<file path="src/rtl/sin_lut.sv">
// -----------------------------------------------------------------------------
// sin_lut -- synchronous quarter-wave sine lookup ROM
//
// Maps an unsigned first-quadrant phase index to an unsigned sine magnitude.
// Entry k holds round(255 * sin((pi/2) * k / 255)), rounded half up and
// saturated to 0..255. The result is a non-decreasing table from 0 to 255.
// Quadrant folding and sign handling belong to the surrounding datapath.
//
// Parameters:
//   DATA_WIDTH  output sample width (only 8 is supported)
//   ADDR_WIDTH  phase index width   (only 8 is supported, 256 entries)
//
// Ports:
//   clk    in   1           system clock, rising-edge active
//   rst    in   1           synchronous reset, active-high; clears d_out
//   rd     in   1           read enable; loads entry[addr] into d_out
//   addr   in   ADDR_WIDTH  phase index, angle (pi/2)*addr/255
//   d_in   in   DATA_WIDTH  unused; present so the port list matches the
//                           RAM blocks this ROM is swapped with
//   d_out  out  DATA_WIDTH  registered sine sample, 1 clock read latency
// -----------------------------------------------------------------------------
module sin_lut #(
    parameter int DATA_WIDTH = 8,
    parameter int ADDR_WIDTH = 8
) (
    input  logic                  clk,
    input  logic                  rst,
    input  logic                  rd,
    input  logic [ADDR_WIDTH-1:0] addr,
    input  logic [DATA_WIDTH-1:0] d_in,
    output logic [DATA_WIDTH-1:0] d_out
);

    logic [DATA_WIDTH-1:0] r_d_out;
    logic                  w_unused_d_in;

    // The table is read-only; d_in is only reduced here to keep it visibly
    // consumed without it reaching any logic.
    assign w_unused_d_in = ^d_in;

    // Fixed table. Entry 85 is exactly 127.5 (sin 30 deg) and rounds up to 128.
    function automatic logic [DATA_WIDTH-1:0] sin_entry(input logic [ADDR_WIDTH-1:0] k);
        logic [DATA_WIDTH-1:0] t;
        t = '0;
        case (k)
            8'd0:   t = 8'd0;   8'd1:   t = 8'd2;   8'd2:   t = 8'd3;   8'd3:   t = 8'd5;
            8'd4:   t = 8'd6;   8'd5:   t = 8'd8;   8'd6:   t = 8'd9;   8'd7:   t = 8'd11;
            8'd8:   t = 8'd13;  8'd9:   t = 8'd14;  8'd10:  t = 8'd16;  8'd11:  t = 8'd17;
            8'd12:  t = 8'd19;  8'd13:  t = 8'd20;  8'd14:  t = 8'd22;  8'd15:  t = 8'd24;
            8'd16:  t = 8'd25;  8'd17:  t = 8'd27;  8'd18:  t = 8'd28;  8'd19:  t = 8'd30;
            8'd20:  t = 8'd31;  8'd21:  t = 8'd33;  8'd22:  t = 8'd34;  8'd23:  t = 8'd36;
            8'd24:  t = 8'd38;  8'd25:  t = 8'd39;  8'd26:  t = 8'd41;  8'd27:  t = 8'd42;
            8'd28:  t = 8'd44;  8'd29:  t = 8'd45;  8'd30:  t = 8'd47;  8'd31:  t = 8'd48;
            8'd32:  t = 8'd50;  8'd33:  t = 8'd51;  8'd34:  t = 8'd53;  8'd35:  t = 8'd55;
            8'd36:  t = 8'd56;  8'd37:  t = 8'd58;  8'd38:  t = 8'd59;  8'd39:  t = 8'd61;
            8'd40:  t = 8'd62;  8'd41:  t = 8'd64;  8'd42:  t = 8'd65;  8'd43:  t = 8'd67;
            8'd44:  t = 8'd68;  8'd45:  t = 8'd70;  8'd46:  t = 8'd71;  8'd47:  t = 8'd73;
            8'd48:  t = 8'd74;  8'd49:  t = 8'd76;  8'd50:  t = 8'd77;  8'd51:  t = 8'd79;
            8'd52:  t = 8'd80;  8'd53:  t = 8'd82;  8'd54:  t = 8'd83;  8'd55:  t = 8'd85;
            8'd56:  t = 8'd86;  8'd57:  t = 8'd88;  8'd58:  t = 8'd89;  8'd59:  t = 8'd91;
            8'd60:  t = 8'd92;  8'd61:  t = 8'd94;  8'd62:  t = 8'd95;  8'd63:  t = 8'd96;
            8'd64:  t = 8'd98;  8'd65:  t = 8'd99;  8'd66:  t = 8'd101; 8'd67:  t = 8'd102;
            8'd68:  t = 8'd104; 8'd69:  t = 8'd105; 8'd70:  t = 8'd107; 8'd71:  t = 8'd108;
            8'd72:  t = 8'd109; 8'd73:  t = 8'd111; 8'd74:  t = 8'd112; 8'd75:  t = 8'd114;
            8'd76:  t = 8'd115; 8'd77:  t = 8'd116; 8'd78:  t = 8'd118; 8'd79:  t = 8'd119;
            8'd80:  t = 8'd121; 8'd81:  t = 8'd122; 8'd82:  t = 8'd123; 8'd83:  t = 8'd125;
            8'd84:  t = 8'd126; 8'd85:  t = 8'd128; 8'd86:  t = 8'd129; 8'd87:  t = 8'd130;
            8'd88:  t = 8'd132; 8'd89:  t = 8'd133; 8'd90:  t = 8'd134; 8'd91:  t = 8'd136;
            8'd92:  t = 8'd137; 8'd93:  t = 8'd138; 8'd94:  t = 8'd140; 8'd95:  t = 8'd141;
            8'd96:  t = 8'd142; 8'd97:  t = 8'd143; 8'd98:  t = 8'd145; 8'd99:  t = 8'd146;
            8'd100: t = 8'd147; 8'd101: t = 8'd149; 8'd102: t = 8'd150; 8'd103: t = 8'd151;
            8'd104: t = 8'd152; 8'd105: t = 8'd154; 8'd106: t = 8'd155; 8'd107: t = 8'd156;
            8'd108: t = 8'd157; 8'd109: t = 8'd159; 8'd110: t = 8'd160; 8'd111: t = 8'd161;
            8'd112: t = 8'd162; 8'd113: t = 8'd164; 8'd114: t = 8'd165; 8'd115: t = 8'd166;
            8'd116: t = 8'd167; 8'd117: t = 8'd168; 8'd118: t = 8'd169; 8'd119: t = 8'd171;
            8'd120: t = 8'd172; 8'd121: t = 8'd173; 8'd122: t = 8'd174; 8'd123: t = 8'd175;
            8'd124: t = 8'd176; 8'd125: t = 8'd178; 8'd126: t = 8'd179; 8'd127: t = 8'd180;
            8'd128: t = 8'd181; 8'd129: t = 8'd182; 8'd130: t = 8'd183; 8'd131: t = 8'd184;
            8'd132: t = 8'd185; 8'd133: t = 8'd186; 8'd134: t = 8'd187; 8'd135: t = 8'd188;
            8'd136: t = 8'd190; 8'd137: t = 8'd191; 8'd138: t = 8'd192; 8'd139: t = 8'd193;
            8'd140: t = 8'd194; 8'd141: t = 8'd195; 8'd142: t = 8'd196; 8'd143: t = 8'd197;
            8'd144: t = 8'd198; 8'd145: t = 8'd199; 8'd146: t = 8'd200; 8'd147: t = 8'd201;
            8'd148: t = 8'd202; 8'd149: t = 8'd203; 8'd150: t = 8'd203; 8'd151: t = 8'd204;
            8'd152: t = 8'd205; 8'd153: t = 8'd206; 8'd154: t = 8'd207; 8'd155: t = 8'd208;
            8'd156: t = 8'd209; 8'd157: t = 8'd210; 8'd158: t = 8'd211; 8'd159: t = 8'd212;
            8'd160: t = 8'd213; 8'd161: t = 8'd213; 8'd162: t = 8'd214; 8'd163: t = 8'd215;
            8'd164: t = 8'd216; 8'd165: t = 8'd217; 8'd166: t = 8'd218; 8'd167: t = 8'd218;
            8'd168: t = 8'd219; 8'd169: t = 8'd220; 8'd170: t = 8'd221; 8'd171: t = 8'd222;
            8'd172: t = 8'd222; 8'd173: t = 8'd223; 8'd174: t = 8'd224; 8'd175: t = 8'd225;
            8'd176: t = 8'd225; 8'd177: t = 8'd226; 8'd178: t = 8'd227; 8'd179: t = 8'd228;
            8'd180: t = 8'd228; 8'd181: t = 8'd229; 8'd182: t = 8'd230; 8'd183: t = 8'd230;
            8'd184: t = 8'd231; 8'd185: t = 8'd232; 8'd186: t = 8'd232; 8'd187: t = 8'd233;
            8'd188: t = 8'd234; 8'd189: t = 8'd234; 8'd190: t = 8'd235; 8'd191: t = 8'd235;
            8'd192: t = 8'd236; 8'd193: t = 8'd237; 8'd194: t = 8'd237; 8'd195: t = 8'd238;
            8'd196: t = 8'd238; 8'd197: t = 8'd239; 8'd198: t = 8'd239; 8'd199: t = 8'd240;
            8'd200: t = 8'd241; 8'd201: t = 8'd241; 8'd202: t = 8'd242; 8'd203: t = 8'd242;
            8'd204: t = 8'd243; 8'd205: t = 8'd243; 8'd206: t = 8'd243; 8'd207: t = 8'd244;
            8'd208: t = 8'd244; 8'd209: t = 8'd245; 8'd210: t = 8'd245; 8'd211: t = 8'd246;
            8'd212: t = 8'd246; 8'd213: t = 8'd247; 8'd214: t = 8'd247; 8'd215: t = 8'd247;
            8'd216: t = 8'd248; 8'd217: t = 8'd248; 8'd218: t = 8'd248; 8'd219: t = 8'd249;
            8'd220: t = 8'd249; 8'd221: t = 8'd249; 8'd222: t = 8'd250; 8'd223: t = 8'd250;
            8'd224: t = 8'd250; 8'd225: t = 8'd251; 8'd226: t = 8'd251; 8'd227: t = 8'd251;
            8'd228: t = 8'd251; 8'd229: t = 8'd252; 8'd230: t = 8'd252; 8'd231: t = 8'd252;
            8'd232: t = 8'd252; 8'd233: t = 8'd253; 8'd234: t = 8'd253; 8'd235: t = 8'd253;
            8'd236: t = 8'd253; 8'd237: t = 8'd253; 8'd238: t = 8'd254; 8'd239: t = 8'd254;
            8'd240: t = 8'd254; 8'd241: t = 8'd254; 8'd242: t = 8'd254; 8'd243: t = 8'd254;
            8'd244: t = 8'd254; 8'd245: t = 8'd255; 8'd246: t = 8'd255; 8'd247: t = 8'd255;
            8'd248: t = 8'd255; 8'd249: t = 8'd255; 8'd250: t = 8'd255; 8'd251: t = 8'd255;
            8'd252: t = 8'd255; 8'd253: t = 8'd255; 8'd254: t = 8'd255; 8'd255: t = 8'd255;
            default: t = '0;
        endcase
        return t;
    endfunction

    // Output register: reset wins over rd; with rd low the sample is held.
    always_ff @(posedge clk) begin
        if (rst) begin
            r_d_out <= '0;
        end else if (rd) begin
            r_d_out <= sin_entry(addr);
        end
    end

    assign d_out = r_d_out;

endmodule

</file>
<file path="config.mk">
export PLATFORM = sky130hd
export DESIGN_NAME = sin_lut
export DESIGN_NICKNAME = d
export VERILOG_FILES = /design/src/rtl/sin_lut.sv
export SDC_FILE = /design/constraint.sdc
export NUM_CORES = 1
export LEC_CHECK = 0
export BUFFER_PORTS_ARGS = -buffer_cell sky130_fd_sc_hd__buf_2
export CAP_MARGIN = 20
export CELL_PAD_IN_SITES_DETAIL_PLACEMENT = 0
export CELL_PAD_IN_SITES_GLOBAL_PLACEMENT = 2
export CORE_ASPECT_RATIO = 0.7
export CORE_MARGIN = 10
export CORE_UTILIZATION = 30
export CTS_CLUSTER_SIZE = 28
export DETAILED_ROUTE_END_ITERATION = 12
export GPL_ROUTABILITY_DRIVEN = 0
export GPL_TIMING_DRIVEN = 0
export PLACE_DENSITY = 0.8
export SYNTH_ARGS = -nofsm -noshare
export SYNTH_HDL_FRONTEND = slang
export SYNTH_SLANG_ARGS = --single-unit
export TNS_END_PERCENT = 10
</file>
<file path="constraint.sdc">
create_clock -name clk -period 2 [get_ports clk]
set_clock_uncertainty 0.2 [all_clocks]
set_input_delay 0.1 -clock clk [delete_from_list [all_inputs] [get_ports clk]]
set_output_delay 0.1 -clock clk [all_outputs]
set_load 0.05 [all_outputs]
</file>
# Word-level counts from Yosys, hierarchy flattened
# Memories as Yosys holds them, arrays and structs flattened. A register that Yosys moved wholly into a read port is not among the register bits.
# Cells that the tools add are included.
[word_totals]
register_bits = 0
latchBits = 0
ramBits = 0
mem_bits_ro = 2048
elab_cells = 1
mem_count = 1
[classes]
add_sub_neg = 0
n_mul = 0
div = 0
order_cmp = 0
eq_ne = 0
shift = 0
mux = 0
bitwise = 0
reduce_logical = 0
[mem_list]
columns = ["memory", "words", "width", "rd", "rd_clocked_by_memory_dff", "write_ports", "line", "rtl"]
rows = [
  ["(no name shown)", 256, 8, 1, 1, 0, "45", "case (k)"],
]

# Depth between registers and ports, before layout
[logic_depth]
ltp_word = 0
mapped_depth = 11

# Worst setup path before layout
# Ideal clock, no wire load.
[synth_path]
path_type = "input port to flip-flop"
start = "in addr[1]"
end = "reg r_d_out[0], in the netlist d_out[0]"
setup_time_ns = 0.121
arrival_ns = 1.926
required_ns = 1.679
slack_ns = -0.246
stages = 9
n_path_buf = 1
cell_sequence = "clkbuf_1 > inv_1 > ha_1 > nor2b_1 > a211o_1 > a211o_1 > a32o_1 > a21oi_1 > o21ai_1"
[synth_lines]
columns = ["element", "line", "rtl"]
rows = [
  ["start: declaration", "29", "input logic [ADDR_WIDTH-1:0] addr,"],
  ["end: declaration", "34", "logic [DATA_WIDTH-1:0] r_d_out;"],
]

==> qor.csv <==
stage,metric,value,unit
run_status,outcome,finished clean,
critical_path,cell repeated most along the worst path,a211o_1,
synth,"Distinct cells, synth",61,
critical_path,WS Path Type,input port to register,
power_and_ir_drop,Net Switching,0.473,mW
flow_run,Max Cap Viol,0,
power_and_ir_drop,Pint,0.522,mW
finish,Diodes inserted,0,
drt,post-route ant nets,0,
critical_path,worst reg2reg setup slack,0.91,ns
synth,fraction of registers with async set/reset,0,%
global_routing,pin count of the biggest net entering global routing,12,
timing,final critical-path required period,1.96,ns
power_and_ir_drop,Clk pwr share,19.7,%
floorplanning,core region area,6820,um2
synth,Post-Syn Nets,351,
power_and_ir_drop,Tot Pwr,0.994,mW
critical_path,FF-to-FF Start,d_out[2],
global_routing,final global-route overflow total,0,
synth,post-synthesis register bit count,8,
drt,routed vias/inst,6.39,
clock_network,Post-CTS Setup Bufs,0,
timing,Final setup viols,0,
critical_path,Critical Path Fanout Max,8,
clock_network,# clock sinks,8,
finish,Finished Layout Cells,428,
floorplanning,Initial Utilization,31.1,%
clock_network,cts bufs inserted,3,
timing,final hold violation count,0,
drt,drt pass-1 iters,5,
drt,routed via count,2736,
synth,sequential-to-total area share from yosys stat,7.55,%
finish,max FFs per register,8,
finish,Layout Nets,372,
critical_path,largest stage delay on the critical path,0.27,ns
critical_path,startpoint type of the worst setup path,input port,
critical_path,endpoint class of the critical path,register,
clock_network,"Clk Latency, worst-skew pair",0.23,ns
hold_path,Hold Path Class,input port to register,
drt,Residual DRC,0,
floorplanning,Die W,121,um
timing,PnR worst setup slack,0.0378,ns
timing,RSZ-0062 raised after global routing,yes,
timing,Max Clock Freq,510,MHz
finish,"Core Util, Final",36.7,%
clock_network,Max clock buf depth,2,
critical_path,"CP delay by family, top",compound AO/OA/AOI/OAI gates,
power_and_ir_drop,P_leak,0.974,nW
place,pre-CTS WS,-0.650,ns
synth,number of flops mapped to enable cells by yosys,0,
floorplanning,row count,25,
timing,final hold slack,0.0413,ns
critical_path,Crit. path cell count,10,
drt,WL final,9.32,mm
synth,Mean Syn Cell Area,6.74,um2
floorplanning,io pins,27,
clock_network,TritonCTS clock tree,yes,
critical_path,Setup crit start,addr[0],
floorplanning,die area,10900,um2
critical_path,worst-case reg-to-reg path depth,3,
synth,post-synthesis instance area,2120,um2
finish,share of cells above drive strength 1,21.0,%
synth,"Top FF cell, synth",dfxtp_1,
critical_path,Critical Path Sink,d_out[0],
critical_path,CP cell instances,buf_4 -> clkbuf_8 -> inv_4 -> ha_4 -> nor2b_4 -> a211o_1 -> a211o_1 -> a32o_2 -> a21oi_2 -> o21ai_1,
timing,Tcrit/Tclk final,98.1,%
power_and_ir_drop,power share of the combinational group,62.1,%
clock_network,H-tree depth,1,
floorplanning,die boundary height,90.4,um
critical_path,reg-to-reg endpoint,d_out[2],
drt,DR WL/cell,21.8,um
power_and_ir_drop,pwr/cell area,397,nW/um2
place,port bufs,16,
global_routing,vias in the first global route,2665,
global_routing,gr usage total,16.8,%
critical_path,crit path buf inv count,3,
clock_network,"Reg clk slew, reported paths",0.04,ns
power_and_ir_drop,worst vdd ir,208,uV
timing,"Slew Viols, Final",0,
power_and_ir_drop,Reg power frac,18.2,%
timing,Tightest Pin Transition,0.621,ns
critical_path,CP required,1.91,ns
power_and_ir_drop,Net Sw Frac,47.5,%
clock_network,CTS root buf,clkbuf_8,
critical_path,Worst path slowest cell,a211o_1,
place,DPL Wire Length,6.93,mm
place,Placed Cells,425,
global_routing,antenna violations before repair,0,
critical_path,Critical Path AT,1.87,ns
drt,1st-iter DRT viols,475,
finish,# fillers,760,
synth,Synth Warn #,0,
timing,Worst slew margin,58.6,%
synth,Mapped Cells,315,
finish,Synth-to-Final Area Change,17.9,%
global_routing,wire length of the first global-routing pass,15.1,mm
==> worst min-delay path by stage <==
stage | endpoint | start | slack (ns) | cells past startpoint
after floorplan | d_out[7] | rd | 0.08 | 2
after global placement | d_out[1] | d_out[1] | 0.25 | 2
after detailed placement | d_out[7] | rd | 0.26 | 3
after CTS | d_out[7] | rd | 0.04 | 3
after global routing | d_out[5] | rd | 0.06 | 3
final | d_out[7] | rd | 0.04 | 3
==> metal layers <==
| layer | track usage [%] | wire length (um) | vias up |
|---|---|---|---|
| met5 | 0 | 0 | - |
| met2 | 21.6 | 3680 | 214 |
| met4 | 6.01 | 235 | 0 |
| met3 | 4.81 | 1310 | 30 |
| met1 | 24.9 | 4090 | 1263 |
| li1 | - | - | 1229 |
==> cell usage in the layout, fill, tap and decap left out, types with 3 or more instances in the layout <==
master / count
o211ai_1: 16
a21oi_1: 26
buf_6: 3
and3_1: 3
a311o_1: 3
o21ai_1: 9
clkbuf_1: 6
nand3b_1: 5
a31oi_1: 9
nand2_1: 23
inv_1: 4
clkbuf_8: 4
a211oi_1: 3
mux2i_1: 3
nand2b_1: 12
o221ai_1: 4
a311oi_1: 5
a211o_1: 6
inv_2: 3
nor2b_1: 8
buf_4: 6
nor2_1: 24
o311ai_0: 4
o21bai_1: 3
dfxtp_1: 8
buf_2: 26
nor3_1: 11
ha_1: 14
o21ai_0: 16
nand3_1: 10
==> synthesized netlist by cell type, drive strengths merged (4+ instances only) <==
library cell | count | share of area, %
a21oi | 28 | 6.8
nor2 | 26 | 4.7
o21ai | 25 | 5.9
nand2 | 24 | 4.6
buf | 23 | 7.0
ha | 17 | 10
o211ai | 16 | 5.7
nand2b | 13 | 4.0
nor2b | 12 | 3.5
nor3 | 11 | 2.6
inv | 10 | 1.8
nand3 | 10 | 2.4
a31oi | 9 | 2.7
clkbuf | 9 | 1.6
dfxtp | 8 | 7.5
a211o | 6 | 2.5
o311ai | 6 | 2.5
a311oi | 5 | 2.1
nand3b | 5 | 1.8
o221ai | 4 | 1.7
o31ai | 4 | 1.7
==> power by group through the flow <==
stage	clock network (mW)	registers, mW	logic (mW)
3_5_place_dp	0	0.184	0.559
4_1_cts	0.204	0.181	0.583
6_report	0.196	0.181	0.617
3_3_place_gp	0	0.183	0.575
2_1_floorplan	0	0.234	0.352
5_1_grt	0.217	0.183	0.662
==> what timing repair did <==
action / in CTS / in global routing
hold endpoints to repair: 0 / 0
pin swaps: 2 / 2
hold buffers: 0 / 0
endpoints found under the setup margin: 7 / 6
gates resized for setup: 20 / 17
==> layout make-up <==
class                   count  area, um2  share of cell area, %
multi-input cells         265       1810                   72.3
plain buffers              32        225                   9.00
flip-flops and latches      8        160                   6.40
well taps                  94        118                   4.70
repair buffers             16       91.3                   3.65
inverters                  10       57.6                   2.30
clock buffers               3       41.3                   1.65
==> worst min-delay path, stage by stage <==
cell      delay, ns
buf_2          0.14
nor2_1         0.12
a311oi_1       0.06
==> stage by stage <==
stage,instance area (um2),TNS (ns)
after CTS,2460,-0.00688
after global placement,2340,-4.03
after detailed placement,2340,-3.73
after global routing,2500,-0.0316
final,2500,0
after floorplan,2140,0
==> kinds of logic after synthesis <==
logic type	share of synthesized area [%]
buffers and inverters	10.4
adders and majority gates	10.0
and+or+nand+nor	27.4
AOI/OAI and AO/OA	41.4
xor gates and xnor gates	0.826
muxes	2.48
DFF	7.55
No activity file was read; power rests on OpenSTA's default activity.
